<file path="src/rtl/ysyx_25030093_imm_pkg.sv">
// Shared immediate-type encodings, pack masks and pack/range helpers for the
// immediate encoder (and the matching extractor).
package ysyx_25030093_imm_pkg;

  localparam logic [2:0] IMM_I = 3'b000;
  localparam logic [2:0] IMM_U = 3'b001;
  localparam logic [2:0] IMM_J = 3'b010;
  localparam logic [2:0] IMM_S = 3'b011;
  localparam logic [2:0] IMM_B = 3'b100;

  localparam logic [31:0] MASK_I = 32'hFFF0_0000;
  localparam logic [31:0] MASK_U = 32'hFFFF_F000;
  localparam logic [31:0] MASK_J = 32'hFFFF_F000;
  localparam logic [31:0] MASK_S = 32'hFE00_0F80;
  localparam logic [31:0] MASK_B = 32'hFE00_0F80;

  // Scatter imm into the type's bit positions; illegal types return base untouched.
  function automatic logic [31:0] imm_pack(input logic [2:0] t, input logic [31:0] imm,
                                           input logic [31:0] base);
    logic [31:0] mask;
    logic [31:0] field;
    mask  = 32'h0;
    field = 32'h0;
    case (t)
      IMM_I: begin mask = MASK_I; field = {imm[11:0], 20'h0}; end
      IMM_U: begin mask = MASK_U; field = {imm[31:12], 12'h0}; end
      IMM_J: begin mask = MASK_J; field = {imm[20], imm[10:1], imm[11], imm[19:12], 12'h0}; end
      IMM_S: begin mask = MASK_S; field = {imm[11:5], 13'h0, imm[4:0], 7'h0}; end
      IMM_B: begin mask = MASK_B; field = {imm[12], imm[10:5], 13'h0, imm[4:1], imm[11], 7'h0}; end
      default: begin mask = 32'h0; field = 32'h0; end
    endcase
    return (base & ~mask) | field;
  endfunction

  // True when imm cannot be represented exactly by the type's field.
  function automatic logic imm_range_err(input logic [2:0] t, input logic [31:0] imm);
    logic err;
    err = 1'b1;
    case (t)
      IMM_I, IMM_S: err = !((&imm[31:11]) || !(|imm[31:11]));
      IMM_U:        err = (imm[11:0] != 12'h0);
      IMM_J:        err = imm[0] || !((&imm[31:20]) || !(|imm[31:20]));
      IMM_B:        err = imm[0] || !((&imm[31:12]) || !(|imm[31:12]));
      default:      err = 1'b1;
    endcase
    return err;
  endfunction

endpackage

</file>
<file path="src/rtl/ysyx_25030093_imm_fifo.sv">
// Generic synchronous FIFO; pointers carry one extra bit to tell full from empty.
module ysyx_25030093_imm_fifo #(
  parameter int WIDTH = 32,
  parameter int DEPTH = 2
) (
  input  logic             clk,
  input  logic             rst,
  input  logic             push_i,
  input  logic [WIDTH-1:0] wdata_i,
  input  logic             pop_i,
  output logic [WIDTH-1:0] rdata_o,
  output logic             full_o,
  output logic             empty_o
);

  localparam int AW = $clog2(DEPTH);

  logic [WIDTH-1:0] mem_q [DEPTH];
  logic [AW:0]      wr_ptr_q;
  logic [AW:0]      rd_ptr_q;
  logic             push_ok;
  logic             pop_ok;

  assign full_o  = (wr_ptr_q[AW] != rd_ptr_q[AW]) && (wr_ptr_q[AW-1:0] == rd_ptr_q[AW-1:0]);
  assign empty_o = (wr_ptr_q == rd_ptr_q);
  assign push_ok = push_i && !full_o;
  assign pop_ok  = pop_i && !empty_o;
  assign rdata_o = mem_q[rd_ptr_q[AW-1:0]];

  // Pointer update; a full FIFO refuses a push even when a pop frees a slot this cycle.
  always_ff @(posedge clk) begin
    if (rst) begin
      wr_ptr_q <= '0;
      rd_ptr_q <= '0;
    end else begin
      if (push_ok) wr_ptr_q <= wr_ptr_q + {{AW{1'b0}}, 1'b1};
      if (pop_ok)  rd_ptr_q <= rd_ptr_q + {{AW{1'b0}}, 1'b1};
    end
  end

  // Storage write.
  always_ff @(posedge clk) begin
    if (push_ok) mem_q[wr_ptr_q[AW-1:0]] <= wdata_i;
  end

endmodule

</file>
<file path="src/rtl/ysyx_25030093_imm_enc.sv">
// Immediate encoder: packs imm into base by type and queues it on a valid/ready stream.
// Range checking, out_err and err_sticky exist only when IMM_ENC_CHECK_EN is defined.
module ysyx_25030093_imm_enc
  import ysyx_25030093_imm_pkg::*;
#(
  parameter int DEPTH = 2
) (
  input  logic        clk,
  input  logic        rst,
  input  logic        in_valid,
  output logic        in_ready,
  input  logic [2:0]  imm_type,
  input  logic [31:0] imm,
  input  logic [31:0] base,
  output logic        out_valid,
  input  logic        out_ready,
  output logic [31:0] inst,
  output logic        out_err,
  output logic        err_sticky,
  output logic [15:0] enc_count
);

`ifdef IMM_ENC_CHECK_EN
  localparam int W = 33;
`else
  localparam int W = 32;
`endif

  logic          full;
  logic          empty;
  logic          push;
  logic          pop;
  logic [W-1:0]  wdata;
  logic [W-1:0]  rdata;
  logic [15:0]   enc_count_q;
  logic [15:0]   enc_count_d;

  assign in_ready  = !full;
  assign out_valid = !empty;
  assign push      = in_valid && in_ready;
  assign pop       = out_valid && out_ready;
  assign inst      = empty ? 32'h0 : rdata[31:0];
  assign enc_count = enc_count_q;

  ysyx_25030093_imm_fifo #(.WIDTH(W), .DEPTH(DEPTH)) u_fifo (
    .clk     (clk),
    .rst     (rst),
    .push_i  (push),
    .wdata_i (wdata),
    .pop_i   (pop),
    .rdata_o (rdata),
    .full_o  (full),
    .empty_o (empty)
  );

`ifdef IMM_ENC_CHECK_EN
  logic err_now;
  logic err_sticky_q;
  logic err_sticky_d;

  assign err_now    = imm_range_err(imm_type, imm);
  assign wdata      = {err_now, imm_pack(imm_type, imm, base)};
  assign out_err    = empty ? 1'b0 : rdata[32];
  assign err_sticky = err_sticky_q;

  // Sticky error next state.
  always_comb begin
    err_sticky_d = err_sticky_q;
    if (push && err_now) begin
      err_sticky_d = 1'b1;
    end else begin
      err_sticky_d = err_sticky_q;
    end
  end

  // Sticky error register.
  always_ff @(posedge clk) begin
    if (rst) err_sticky_q <= 1'b0;
    else     err_sticky_q <= err_sticky_d;
  end
`else
  assign wdata      = imm_pack(imm_type, imm, base);
  assign out_err    = 1'b0;
  assign err_sticky = 1'b0;
`endif

  // Saturating handshake counter next state.
  always_comb begin
    enc_count_d = enc_count_q;
    if (pop && (enc_count_q != 16'hFFFF)) begin
      enc_count_d = enc_count_q + 16'd1;
    end else begin
      enc_count_d = enc_count_q;
    end
  end

  // Handshake counter register.
  always_ff @(posedge clk) begin
    if (rst) enc_count_q <= 16'h0;
    else     enc_count_q <= enc_count_d;
  end

endmodule

</file>
<file path="config.mk">
export PLATFORM = sky130hd
export DESIGN_NAME = ysyx_25030093_imm_enc
export DESIGN_NICKNAME = d
export VERILOG_FILES = /design/src/rtl/ysyx_25030093_imm_pkg.sv /design/src/rtl/ysyx_25030093_imm_fifo.sv /design/src/rtl/ysyx_25030093_imm_enc.sv
export SDC_FILE = /design/constraint.sdc
export NUM_CORES = 1
export LEC_CHECK = 0
export BUFFER_PORTS_ARGS = -buffer_cell sky130_fd_sc_hd__buf_2
export CAP_MARGIN = 20
export CORE_ASPECT_RATIO = 1.25
export CORE_MARGIN = 1
export CORE_UTILIZATION = 45
export CTS_BUF_LIST = sky130_fd_sc_hd__clkbuf_16
export DETAILED_ROUTE_END_ITERATION = 10
export PLACE_DENSITY = 0.71
export SYNTH_ARGS = -nofsm -noshare
export SYNTH_HDL_FRONTEND = slang
export SYNTH_SLANG_ARGS = --single-unit
</file>
<file path="constraint.sdc">
create_clock -name clk -period 2.75 [get_ports clk]
set_input_delay 0.275 -clock clk [delete_from_list [all_inputs] [get_ports clk]]
set_output_delay 0.275 -clock clk [all_outputs]
set_load 0.05 [all_outputs]
</file>
# After elaboration in Yosys (flattened, before gate mapping)
# Memory sizes are Yosys's and may differ from the RTL's. A register that Yosys moved wholly into a read port is not among the register bits.
# Index checks and enable logic that the tools add are counted.
dict set report classes {
  n_reduce_logical 11
  mux 7
  bitwise 3
  n_eq_ne 8
  add_sub_neg 3
}
# operator n
set op_table {}
lappend op_table {{$pmux 32 s5} 1}
lappend op_table {{$pmux 32 s3} 1}
lappend op_table {{$and 32x32->32} 1}
lappend op_table {{$mux 32} 1}
lappend op_table {{$not 32->32} 1}
lappend op_table {{$or 32x32->32} 1}
lappend op_table {{$add 16x1->16 const B} 1}
lappend op_table {{$ne 16x16->1 const B} 1}
lappend op_table {{$eq 3x2->1 const B} 2}
lappend op_table {{$logic_and 1x1->1} 6}
lappend op_table {{$add 2x1->2 const B} 2}
lappend op_table {{$mux 1} 4}
lappend op_table {{$reduce_or 2->1} 2}
lappend op_table {{$eq 3x1->1 const B} 1}
lappend op_table {{$eq 3x3->1 const B} 1}
lappend op_table {{$logic_not 3->1} 1}
lappend op_table {{$eq 2x2->1} 1}
lappend op_table {{$logic_not 1->1} 2}
lappend op_table {{$eq 1x1->1} 1}
lappend op_table {{$ne 1x1->1} 1}
dict set report word_totals {
  mem_bits_rw 64
  in_bits 71
  ff_bits 20
  n_memories 1
  out_inout_bits 52
  elab_cells 36
}
# memory depth word_bits rd rd_clocked_by_memory_dff wr line_no
set memory_table {}
lappend memory_table {u_fifo.mem_q 2 32 1 1 1 ysyx_25030093_imm_fifo.sv:18} ;# logic [WIDTH-1:0] mem_q [DEPTH];

# Depth between registers and ports, before layout
dict set report depth {
  depth_word 7
  ltp_mapped 7
  mapped_depth_nobuf 6
}

# By module
# From an unflattened synthesis, not the netlist that was laid out.
dict set report unflattened {
  hier_cells 397
  area_unflattened_um2 4391.7
}
# module cells_per_inst seq_area_each_um2 area_per_inst_um2 n_inst
set by_module_without_submodules {}
lappend by_module_without_submodules {ysyx_25030093_imm_fifo 133 2021.9 2585.0 1}
lappend by_module_without_submodules {ysyx_25030093_imm_enc 264 320.3 1806.7 1}

# Worst setup path before layout
# No wires, ideal clock.
dict set report synth_path {
  path_type {register to register}
  start {reg u_fifo.wr_ptr_q[0]}
  end {mem u_fifo.mem_q[0][0], enable pin}
  n_path_buf 0
  required_ps 2329
  path_slack_ps -299
  setup_time_ps 421
  synth_period_minus_slack_ps 3049
  arrival_time_ps 2627
  path_stages_with_launch 5
  cell_sequence {dfxtp_1 > xor2_1 > nand2b_1 > nand2_1 > nor2_1}
}
dict set report synth_between {
  elab_chain_len 7
}
# item line_no
set synth_lines {}
lappend synth_lines {{start, declared} ysyx_25030093_imm_fifo.sv:19} ;# logic [AW:0] wr_ptr_q;
lappend synth_lines {{start signal, assigned} ysyx_25030093_imm_fifo.sv:36} ;# if (push_ok) wr_ptr_q <= wr_ptr_q + {{AW{1'b0}}, 1'b1};
lappend synth_lines {{$eq 1x1->1 (*)} ysyx_25030093_imm_fifo.sv:24} ;# assign full_o = (wr_ptr_q[AW] != rd_ptr_q[AW]) && (wr_ptr_q[AW-1:0] == rd_ptr_q[AW-1:0]);
lappend synth_lines {{$logic_and 1x1->1 (*)} ysyx_25030093_imm_fifo.sv:24}
lappend synth_lines {{$logic_not 1->1 (*)} ysyx_25030093_imm_enc.sv:38} ;# assign in_ready = !full;
lappend synth_lines {{named net in_ready} ysyx_25030093_imm_enc.sv:11} ;# output logic in_ready,
lappend synth_lines {{$logic_and 1x1->1} ysyx_25030093_imm_enc.sv:40} ;# assign push = in_valid && in_ready;
lappend synth_lines {{$logic_and 1x1->1 (*)} ysyx_25030093_imm_fifo.sv:26} ;# assign push_ok = push_i && !full_o;
lappend synth_lines {{$mux 1 (*)} ysyx_25030093_imm_fifo.sv:43} ;# if (push_ok) mem_q[wr_ptr_q[AW-1:0]] <= wdata_i;
lappend synth_lines {{$mux 1 (not written as such) (*)} ysyx_25030093_imm_fifo.sv:43}
lappend synth_lines {{end, declared} ysyx_25030093_imm_fifo.sv:18}
# Mark *: on every way through the listed nets, which the timed path passes. The rest lies on a longest branch.

# Worst setup path in the final report
dict set report layout_path {
  start {reg u_fifo.wr_ptr_q[0]}
  end {out inst[0]}
}
dict set report layout_between {
  elab_chain_len 2
}
# item line_no
set layout_lines {}
lappend layout_lines {{$eq 2x2->1} ysyx_25030093_imm_fifo.sv:25} ;# assign empty_o = (wr_ptr_q == rd_ptr_q);
lappend layout_lines {{$mux 32} ysyx_25030093_imm_enc.sv:42} ;# assign inst = empty ? 32'h0 : rdata[31:0];
lappend layout_lines {{end, declared} ysyx_25030093_imm_enc.sv:17} ;# output logic [31:0] inst,
# No other way between the ends.

==> impl_metrics.yaml <==
final_layout:
  most-common-layout-cells: "buf_2, nor2_1, edfxtp_1, mux2i_1, dfxtp_1"
  layout-drive-gt1-share: 0.3279
  layout_commonest_cell: "buf_2"
  flow.area_growth_from_synthesis_pct: 25.36
  postLayoutCoreUtil: 0.5900
  final_cell_count_no_fill: 611
  antenna_cells_inserted: 0
  layout.nets: 558
routing:
  antenna_violating_nets_post_route: 0
  post-route-drc-count: 0
  post_drt_via_cell_ratio: 5.209
  routed_wire_length_per_instance_um: 14.09
  drt_pass1_iterations: 5
  dr_total_vias: 3183
  drt_iter0_drc: 110
  total_wire_length_um: 8611
global_routing:
  globalRouteOverflowTotal: 0
  grt_max_degree: 40
  antenna_violations_before_repair: 0
  grt_pass1_wl_um: 13700
  via_count_of_the_first_global_routing_pass: 3034
  grt.total_usage: 0.1909
yosys:
  synth-compound-area-share: 0.1024
  ys_seq_area_frac: 0.5657
  synth_seq_cells: 85
  yosys.cell_types.count: 40
  post-synth-top-area-cell: "edfxtp_1"
  syn-cell-area_sq_mm: 0.004140
  post_synth_xor_area_fraction: 0.02539
  yosys.area.top_type_share: 0.4642
  synth_simple_gate_area_frac: 0.1614
  yosys.area_share.adder: 0.003022
  synth.top_cells.by_area: "edfxtp_1, dfxtp_1, mux2i_1"
  yosys_warning_total: 0
  postSynthAreaPerCell_sq_um: 11.13
  synth.mux.area_fraction: 0.1091
  combinational_family_with_the_most_area_after_synthesis: "simple AND/OR/NAND/NOR gates"
  cells_after_synthesis: 372
job:
  number_of_violations_of_the_max_capacitance_limit: 0
timing:
  finalClockSkew_ps: 7.405
  fin_tns_setup_ps: 0
  tightest_slew_ps: 690.5
  max_clock_freq_mhz: 442.8
  timing.final.hold_violations: 0
  max_slew_margin: 0.5391
  period_needed_ps: 2259
  maxSlewViolCount: 0
  grt_setup_unrepaired: "no"
  fin_hold_ws_ps: 128.3
  number_of_endpoints_failing_setup_at_the_final_stage: 0
  period_share: 0.8213
cts:
  ctsResizeCount: 0
  cts_post_setup_buffers_inserted: 0
  cts_hold_repair.buffers: 0
  insertion_delay_ps: 330
  cts_tree: "done"
  numClockSinks: 85
  cts-buffers-inserted: 9
  clock_pin_slew_of_the_registers_on_the_worst_case_setup_and_hold_paths_ps: 60
  ctsLongestPathBuffers: 2
  cts_htree_levels: 3
  clock-root-buffer: "clkbuf_16"
pwr:
  vdd.ir_drop.worst_v: 0.0006879
  power_per_cell_area_mw_per_mm2: 1054
  cellLeakagePower_nw: 2.066
placement:
  placed_cells: 595
  dp_hpwl_um: 6266
  io_buffer_count: 120
  routabilityCongestion: 0.7847
die:
  floorplan.io_pins: 123
  floorplan.die_area_sq_mm: 0.009590
  fp.dieW_um: 87.79
  core.rowCount: 38
  core_sq_mm: 0.008796
  initial_utilization: 0.4707
  die_h_um: 109.2
setup_path:
  crit_path_end_kind: "output pin"
  cp_data_required_time_ps: 2480
  startpoint_type: "register"
  critical_path.max_fanout: 19
  critPathArrivalTime_ps: 1980
  timing.setup.critical_path_class: "reg2out"
status:
  outcome: "finished, final reports clean"
worst_hold_path:
  min_delay_path_class: "in2reg"
-- state kept, by name, summed over array words and instances, names as in the netlist, named ones only --
name             flops
enc_count           16
u_fifo.mem_q        64
u_fifo.rd_ptr_q      2
u_fifo.wr_ptr_q      2
-- per-stage QoR --
stage	worst slack [ps]	power, mW	instance area (sq um)
after floorplan	196.8	3.570	4146
after global placement	784.2	4.154	4851
after detailed placement	747.7	4.182	4851
after CTS	425.5	5.545	5190
after global routing	313.3	5.736	5190
final	491.4	5.470	5190
-- cell type report --
| cell class | count | area, sq um |
|---|---|---|
| inverters | 5 | 18.77 |
| multi-input cells | 259 | 1680 |
| flip-flops and latches | 85 | 2344 |
| well taps | 120 | 150.1 |
| clock buffers | 9 | 225.2 |
| clock inverters | 7 | 113.9 |
| repair buffers | 126 | 658.1 |
| fillers | 720 | 3606 |
-- Yosys cell counts (all sizes together) --
cell and instances:
a2111oi 1, a211oi 5, a21oi 11, a221o 8
a22oi 8, a31o 1, a31oi 2, and3 6
and4 2, and4b 1, buf 4, clkbuf 20
conb 1, dfxtp 21, edfxtp 64, ha 1
inv 5, mux2 9, mux2i 35, nand2 13
nand2b 5, nand3 8, nand4 3, nand4bb 1
nor2 78, nor2b 10, nor3 11, o21ai 17
o21bai 1, o22ai 5, or3 3, xnor2 7
xor2 5
-- worst max-delay path: stages (launching register included) --
cell	delay, ps
dfxtp_1	430
xor2_1	150
nor2_2	560
buf_12	230
nor2_1	70
buf_2	210
-- where the power goes --
part | leakage, nW | switching [mW] | internal (mW)
sequential | 0.769 | 0.119 | 1.60
combinational | 1.14 | 1.78 | 0.628
clock | 0.161 | 0.466 | 0.882
total | 2.07 | 2.36 | 3.11
-- final timing paths --
kind,start,end,slack (ps),cells after the start
hold reg to reg,enc_count[13]$_SDFFE_PP0P_,enc_count[13]$_SDFFE_PP0P_,530,2
setup reg to reg,enc_count[0]$_SDFFE_PP0P_,enc_count[3]$_SDFFE_PP0P_,830,6
setup / recovery,u_fifo.wr_ptr_q[0]$_SDFFE_PP0N_,inst[0],490,5
hold / removal,base[2],u_fifo.mem_q[1][2]$_DFFE_PP_,130,1
-- cells by family (layout without fill, tap and decap cells) --
logic type	after synthesis	after routing
flops	85	85
buf+inv	29	147
mux	44	44
fa+ha+maj	1	1
compound gates	59	59
xor+xnor	12	12
other cells	1	2
simple gates	141	141
-- layer usage --
metal	track usage	routed length, um	vias up
met5	0	0	-
met4	0.08431	196	0
met3	0.06056	495	13
met2	0.3189	4331	113
met1	0.2232	3588	1476
li1	-	-	1581
No activity file was read; power rests on OpenSTA's default activity.
